File: src/rtl/isqrt_seq.sv
// Sequential integer square root, y = floor(sqrt(x)), one result bit per clock
// using the shift-subtract (digit-by-digit) method with a start/busy handshake.
module isqrt_seq #(
  parameter int IN_W = 16
) (
  input  logic              clk,
  input  logic              reset_n,
  input  logic [IN_W-1:0]   x_bi,
  input  logic              start,
  output logic              busy_o,
  output logic              done_o,
  output logic [IN_W/2-1:0] y_bo
);

  localparam int OUT_W = IN_W / 2;
  localparam logic [IN_W-1:0] MASK_ONE  = IN_W'(1);
  localparam logic [IN_W-1:0] MASK_INIT = MASK_ONE << (IN_W - 2);

  typedef enum logic [0:0] {
    IDLE = 1'b0,
    WORK = 1'b1
  } state_t;

  state_t           state_q, state_d;
  logic [IN_W-1:0]  rem_q, rem_d;
  logic [IN_W-1:0]  root_q, root_d;
  logic [IN_W-1:0]  mask_q, mask_d;
  logic [OUT_W-1:0] y_q, y_d;
  logic             done_q, done_d;
  logic [IN_W-1:0]  trial_s;

  // State and datapath registers; reset abandons any run in flight
  always_ff @(posedge clk or negedge reset_n) begin
    if (!reset_n) begin
      state_q <= IDLE;
      rem_q   <= '0;
      root_q  <= '0;
      mask_q  <= '0;
      y_q     <= '0;
      done_q  <= 1'b0;
    end else begin
      state_q <= state_d;
      rem_q   <= rem_d;
      root_q  <= root_d;
      mask_q  <= mask_d;
      y_q     <= y_d;
      done_q  <= done_d;
    end
  end

  // Next-state logic: accept a start in IDLE, one root bit per WORK cycle
  always_comb begin
    state_d = state_q;
    rem_d   = rem_q;
    root_d  = root_q;
    mask_d  = mask_q;
    y_d     = y_q;
    done_d  = 1'b0;
    trial_s = root_q | mask_q;
    case (state_q)
      IDLE: begin
        if (start) begin
          rem_d   = x_bi;
          root_d  = '0;
          mask_d  = MASK_INIT;
          state_d = WORK;
        end else begin
          state_d = IDLE;
        end
      end
      WORK: begin
        if (rem_q >= trial_s) begin
          rem_d  = rem_q - trial_s;
          root_d = (root_q >> 1) | mask_q;
        end else begin
          root_d = root_q >> 1;
        end
        mask_d = mask_q >> 2;
        // mask reaching bit 0 is the last step; publish the root written this edge
        if (mask_q == MASK_ONE) begin
          state_d = IDLE;
          done_d  = 1'b1;
          y_d     = root_d[OUT_W-1:0];
        end else begin
          state_d = WORK;
        end
      end
      default: begin
        state_d = IDLE;
      end
    endcase
  end

  assign busy_o = (state_q == WORK);
  assign done_o = done_q;
  assign y_bo   = y_q;

endmodule

File: config.mk
export PLATFORM = sky130hd
export DESIGN_NAME = isqrt_seq
export DESIGN_NICKNAME = d
export VERILOG_FILES = /design/src/rtl/isqrt_seq.sv
export SDC_FILE = /design/constraint.sdc
export NUM_CORES = 1
export LEC_CHECK = 0
export CAP_MARGIN = 20
export CORE_UTILIZATION = 57
export DETAILED_ROUTE_END_ITERATION = 16
export PLACE_DENSITY = 0.82
export SLEW_MARGIN = 20
export SYNTH_ARGS = -nofsm -noshare
export SYNTH_HDL_FRONTEND = slang
export SYNTH_SLANG_ARGS = --single-unit
File: constraint.sdc
create_clock -name clk -period 3.2 [get_ports clk]
set_input_delay 0.8 -clock clk [delete_from_list [all_inputs] [get_ports clk]]
set_output_delay 0.8 -clock clk [all_outputs]
set_load 0.005 [all_outputs]
==> impl_results.md, run 1 <==
- Cell Area, Synth: 2985 sq um
- Total Wirelength: 6.270 mm
- Initial drt markers: 170
- Final GP Congestion: 0.8711
- Pre-CTS setup slack: 0.3724 ns
- Type of origin of the critical path: flip-flop
- Multi-input logic area: 1623 sq um
- Antenna Violating Nets Remaining: 0
- Main synth FF type: dfrtp_1
- Data arrival time of the worst path: 2.99 ns
- Total clock sinks: 49
- Core ar.: 4880 sq um
- CP Capture Type: flip-flop
- Cell count after synthesis: 333
- Worst hold slack: 0.4812 ns
- Maxcap violations: 0
- Leak Pwr: 1.531 nW
- Gr usage total: 24.77%
- Total CTS buffers: 5
- Final Cycle Share: 88.31%
- Data required time of the worst path: 3.36 ns
- Hold_sp: y_bo[1]
- CP Max Fanout: 13
- # H-tree levels: 2
- Antenna Diode Count: 0
- Fin nets: 394
- Register area: 1227 sq um
- Vias: 2460
- Critical path class: flip-flop to flip-flop
- Setup Fix Bufs, Post-CTS: 0
- Number of vias per cell: 5.761
- I/O Pins: 29
- TritonCTS clock tree: built
- Slew Limit Fails: 0
- Yosys warns: 0
- Clock transition at path regs: 0.09 ns
- Vias in the first global route: 2320
- Routed WL per cell: 14.68 um
- First-pass detailed-route iteration total: 5
- Critical-path cell list: or2_2 -> ha_1 -> inv_1 -> fa_1 -> a21o_1 -> a221oi_2 -> o211a_1 -> o211ai_2 -> buf_4 -> a21oi_1 -> o21ai_0
- CP startpoint: mask_q[0]
- IR drop worst, VDD: 0.7110 mV
- Cts repair resizes: 0
- Final WS setup: 0.3740 ns
- CP max stage delay: 0.40 ns
- Clock Skew: 0.003114 ns
- Async set-reset flop share out of synthesis: 100.0%
- RSZ-0062 raised after global routing: false
- Share of cells above drive strength 1: 6.111%
- Chip Width: 74.37 um
- Minimum clock period: 2.826 ns
- Worst skew pair latency: 0.30 ns
- Fin Setup TNS: 0 ns
- Post-route non-filler standard cell count: 427
- CTS root buf: clkbuf_8
- Crit-path slowest cell: fa_1
- Max Clk Rate: 353.9 MHz
- Fillcell total: 424
- Run status: complete, no violations
- Global-route wire length before repair: 10.38 mm
- Syn Area/Cell: 8.965 sq um
- Number of synthesized flops with an enable pin: 0
- Overall power consumption: 3.994 mW
- Dpl hpwl: 4.595 mm
- # rows: 25
- Worst-Margin Slew: 0.6516 ns
- Initial antenna violation count: 0
- Chip Height: 74.37 um
- Reg-to-reg critical path startpoint: mask_q[0]
- Die Area: 5531 sq um
- Seq/Total Area, Yosys: 41.07%
- Final hold vios: 0
- Starting density of the core: 61.18%
- GRT overflow: 0
- Rel. slew slack: 56.56%
- Cells after DPL: 419
- HP Class: flip-flop to flip-flop
- Residual DRC: 0
- Post-Syn Nets: 368
- IO Port Bufs: 28
- Finish-stage setup viols: 0
- Unique masters post-synth: 46
- Clk buf depth: 2
- FF+latch count, synth: 49
- Largest net degree at the start of global routing: 41
- Pwr/cell area: 1173 nW/um^2
- Area delta synth->final: 14.08%
- Hold_buf cts: 0
[cell families after synthesis]
group / Yosys count / synth area share [%]
adders and majority gates: 16 / 6.957
muxes: 15 / 5.029
and+or+nand+nor: 114 / 17.73
AOI/OAI and AO/OA: 96 / 21.12
DFF: 49 / 41.07
xor gates and xnor gates: 12 / 3.521
buffers and inverters: 31 / 4.568
[cells in the mapped netlist (all sizes together), types with 2 or more instances]
cell	number	area, sq um
nor2b	7	43.79
nand2b	16	100.1
a31oi	4	25.02
a21oi	24	120.1
o211a	2	20.02
mux2i	15	150.1
a21o	5	37.54
xnor2	6	52.55
o221ai	2	17.52
o211ai	5	42.54
nor2	23	86.33
or2	3	18.77
o21ai	26	130.1
buf	7	46.29
ha	15	187.7
a221oi	7	73.82
dfrtp	49	1226
nand2	52	195.2
o31ai	7	52.55
clkbuf	9	33.78
nand3	5	25.02
a211oi	7	52.55
and3	2	12.51
xor2	6	52.55
inv	15	56.30
[area by class of cell]
cell class	count	share of cell area, %
well taps	67	2.461
repair buffers	35	9.625
clock inverters	2	0.4409
flip-flops and latches	49	36.04
clock buffers	6	2.131
inverters	15	1.653
multi-input cells	253	47.65
[per-layer routing]
metal | vias to the layer above | part of all wire, % | wire length, um | global-route usage (%)
met4 | 0 | 1.7 | 109 | 8.805
met5 | - | 0 | 0 | 0
met2 | 56 | 48 | 3013 | 41.94
met3 | 9 | 4.0 | 250 | 4.336
met1 | 1176 | 46 | 2897 | 31.89
li1 | 1219 | - | - | -
[registers in the layout, summed over array words and instances, names as in the netlist]
register / count
done_o: 1
root_q: 15
rem_q: 16
busy_o: 1
mask_q: 8
y_bo: 8
[per-stage QoR]
stage	instance area, sq um	utilization (%)
finish	3406	69.79
global route	3406	69.79
CTS	3406	69.79
detailed placement	3318	68.00
global placement	3318	68.00
floorplan	2985	-
[final timing paths]
kind | depth (start not counted) | endpoint | slack (ns)
worst max-delay path | 11 | y_bo[2] | 0.37
worst min-delay path | 2 | y_bo[1] | 0.48
worst max register to register | 11 | y_bo[2] | 0.37
worst min register to register | 2 | y_bo[1] | 0.48
max in group asynchronous | 2 | busy_o | 2.04
min in group asynchronous | 1 | rem_q[2] | 0.52
[worst max-delay path, delay by kind of cell, from the launching register on]
kind	cells	cell delay (ns)
AOI/OAI and AO/OA	6	1.29
buffers and inverters	2	0.32
adders and majority gates	2	0.54
and+or+nand+nor	1	0.13
DFF	1	0.39
[report_power, final]
group / switching, mW / total, mW / leakage, nW / internal, mW
clock: 0.208 / 0.362 / 0.0374 / 0.154
combinational: 1.42 / 2.58 / 0.859 / 1.16
sequential: 0.181 / 1.05 / 0.634 / 0.871
[cell usage in the layout (no fill, tap or decap), types with 2 or more instances in the layout]
cell type,synthesis,routed
a221oi_1,5,5
clkbuf_8,0,5
xnor2_1,6,6
o31ai_1,7,7
or2_2,2,2
xor2_1,6,6
clkinvlp_4,0,2
nor2_1,23,23
buf_4,1,7
o211a_1,2,2
dfrtp_1,49,48
o21ai_0,18,18
o211ai_1,4,4
nand2_1,52,52
and3_1,2,2
o21ai_1,8,8
ha_1,15,15
a31oi_1,4,4
a221oi_2,2,2
inv_1,15,15
a211oi_1,7,7
mux2i_1,15,15
o221ai_1,2,2
nand3_1,5,5
nand2b_1,16,16
a21o_1,5,5
nor2b_1,7,7
clkdlybuf4s50_1,0,27
a21oi_1,24,24
No activity file was read; power rests on OpenSTA's default activity.
==> run 2: changes to the inputs <==
--- a/config.mk
+++ b/config.mk
@@ -5,7 +5,8 @@
 export SDC_FILE = /design/constraint.sdc
 export NUM_CORES = 1
 export LEC_CHECK = 0
-export CAP_MARGIN = 20
+export CAP_MARGIN = 0
+export CORE_ASPECT_RATIO = 0.7
 export CORE_UTILIZATION = 57
 export DETAILED_ROUTE_END_ITERATION = 16
 export PLACE_DENSITY = 0.82
==> impl_results.md, run 2 (synthesis results as in run 1) <==
- Sw frac: 46.26%
- Top register by number of flip-flops: rem_q
- Setup Fix Bufs, Post-CTS: 0
- Run status: complete, no violations
- Reg-to-reg endpoint: y_bo[6]
- Initial drt markers: 154
- Share of cells above drive strength 1: 6.128%
- Leak Pwr: 1.534 nW
- Data required time of the worst path: 3.37 ns
- Clock transition at path regs: 0.10 ns
- Pwr/cell area: 1187 nW/um^2
- Cells after DPL: 420
- Comb power frac: 64.6%
- Total Wirelength: 6.661 mm
- Finish-stage setup viols: 0
- Final Cycle Share: 89.77%
- # H-tree levels: 2
- Most frequent cells in the layout: nand2_1, dfrtp_1, clkdlybuf4s50_1
- Met2 routed WL: 2.928 mm
- Total CTS buffers: 5
- Final hold vios: 0
- Top layer in use: met4
- Maxcap violations: 0
- Register area: 1227 sq um
- Clk pwr share: 9.4%
- Routed WL per cell: 15.56 um
- Total clock sinks: 49
- Internal: 2.172 mW
- Dpl hpwl: 4.820 mm
- Slew Limit Fails: 0
- # rows: 21
- Vias in the first global route: 2454
- Antenna Diode Count: 0
- Rel. slew slack: 56.28%
- Residual DRC: 0
- Clock Skew: 0.006017 ns
- Cts repair resizes: 0
- GRT overflow: 0
- Largest net degree at the start of global routing: 69
- Antenna Violating Nets Remaining: 0
- Die Area: 5536 sq um
- Post-route non-filler standard cell count: 428
- First-pass detailed-route iteration total: 5
- Wire length on met3: 290 um
- Area delta synth->final: 14.00%
- Reg2reg setup slack: 0.33 ns
- Data arrival time of the worst path: 3.05 ns
- I/O Pins: 29
- Seq pwr share: 26.1%
- IR drop worst, VDD: 0.7995 mV
- Core ar.: 4913 sq um
- Initial antenna violation count: 0
- Critical path class: flip-flop to flip-flop
- FF-to-FF path depth: 11
- Final WS setup: 0.3275 ns
- Fillcell total: 403
- Max Clk Rate: 348.1 MHz
- Reg-to-reg critical path startpoint: mask_q[0]
- CTS root buf: clkbuf_8
- Largest regs: rem_q (16), root_q (15)
- Vias: 2535
- RSZ-0062 raised after global routing: false
- Hold_buf cts: 0
- Gr usage total: 25.91%
- Multi-input logic area: 1623 sq um
- CP Max Fanout: 23
- Worst skew pair latency: 0.30 ns
- Post-Route Utilization: 69.26%
- Final GP Congestion: 0.8596
- Number of vias per cell: 5.923
- TritonCTS clock tree: built
- Fin Setup TNS: 0 ns
- Starting density of the core: 60.76%
- Fin nets: 393
- IO Port Bufs: 28
- Commonest non-fill, non-tap cell in the layout: nand2_1
- Chip Height: 62.55 um
- Minimum clock period: 2.873 ns
- CP Capture Type: flip-flop
- Type of origin of the critical path: flip-flop
- Net Sw Power: 1.869 mW
- HP Class: primary input to async pin
- Pre-CTS setup slack: 0.3371 ns
- Worst-Margin Slew: 0.6559 ns
- Max reg flops: 16
- Post-Route M1 WL: 3.310 mm
- Chip Width: 88.50 um
- Global-route wire length before repair: 11.21 mm
- Clk buf depth: 2
-- run 2: cell types whose count changed in the layout (fill, tap and decap cells not counted) --
cell and delta:
clkinv_2 +1, clkbuf_1 -1, inv_6 +1, clkinvlp_4 -1, buf_4 -1
-- run 2: worst max-delay path: stages (launching register included) --
cell	delay [ns]
dfrtp_1	0.41
or2_2	0.14
ha_1	0.16
inv_1	0.06
fa_1	0.40
a21o_1	0.21
a221oi_2	0.36
o211a_1	0.22
o211ai_2	0.16
buf_4	0.28
a21oi_1	0.23
o21ai_0	0.10
-- run 2: how the worst max path moves through the flow --
| stage | endpoint | depth (start not counted) | slack, ns | start |
|---|---|---|---|---|
| after floorplan | rem_q[14] | 11 | 0.68 | mask_q[0] |
| after global placement | y_bo[6] | 11 | 0.38 | mask_q[0] |
| after detailed placement | y_bo[6] | 11 | 0.34 | mask_q[0] |
| after CTS | y_bo[6] | 11 | 0.33 | mask_q[0] |
| after global routing | y_bo[6] | 11 | 0.12 | mask_q[0] |
| final | y_bo[6] | 11 | 0.33 | mask_q[0] |
-- run 2: area by class of cell --
class,instances,share of cell area (%)
Clock buffer,5,2.022
Clock inverter,3,0.6250
Inverter,15,1.654
Multi-Input combinational cell,253,47.68
Sequential cell,49,36.07
Tap cell,69,2.537
Timing Repair Buffer,34,9.412
-- run 2: per-stage QoR --
stage | power [mW] | hold slack [ns] | cell area [sq um]
after floorplan | 3.072 | 0.4699 | 2985
after global placement | 3.527 | 0.4587 | 3313
after detailed placement | 3.636 | 0.4668 | 3313
after CTS | 4.021 | 0.3866 | 3403
after global routing | 4.416 | 0.3873 | 3403
final | 4.041 | 0.3758 | 3403
-- run 2: metal layers --
metal | vias up | track usage, %
met5 | - | 0
met1 | 1227 | 37.18
met2 | 73 | 40.58
li1 | 1222 | -
met4 | 0 | 7.258
met3 | 13 | 4.095
-- run 2: power by group through the flow --
stage | Combinational [mW] | Sequential [mW] | Clock (mW)
2_1_floorplan | 2.05 | 1.02 | 0
3_3_place_gp | 2.48 | 1.05 | 0
3_5_place_dp | 2.58 | 1.06 | 0
4_1_cts | 2.59 | 1.05 | 0.381
5_1_grt | 2.93 | 1.08 | 0.405
6_report | 2.61 | 1.05 | 0.379
==> run 3: changes to the inputs <==
--- a/config.mk
+++ b/config.mk
@@ -7,6 +7,7 @@
 export LEC_CHECK = 0
 export CAP_MARGIN = 0
 export CORE_ASPECT_RATIO = 0.7
+export CORE_MARGIN = 1
 export CORE_UTILIZATION = 57
 export DETAILED_ROUTE_END_ITERATION = 16
 export PLACE_DENSITY = 0.82
==> results of run 3 <==
The final DEF is identical to that of run 2; final timing and power are the same.
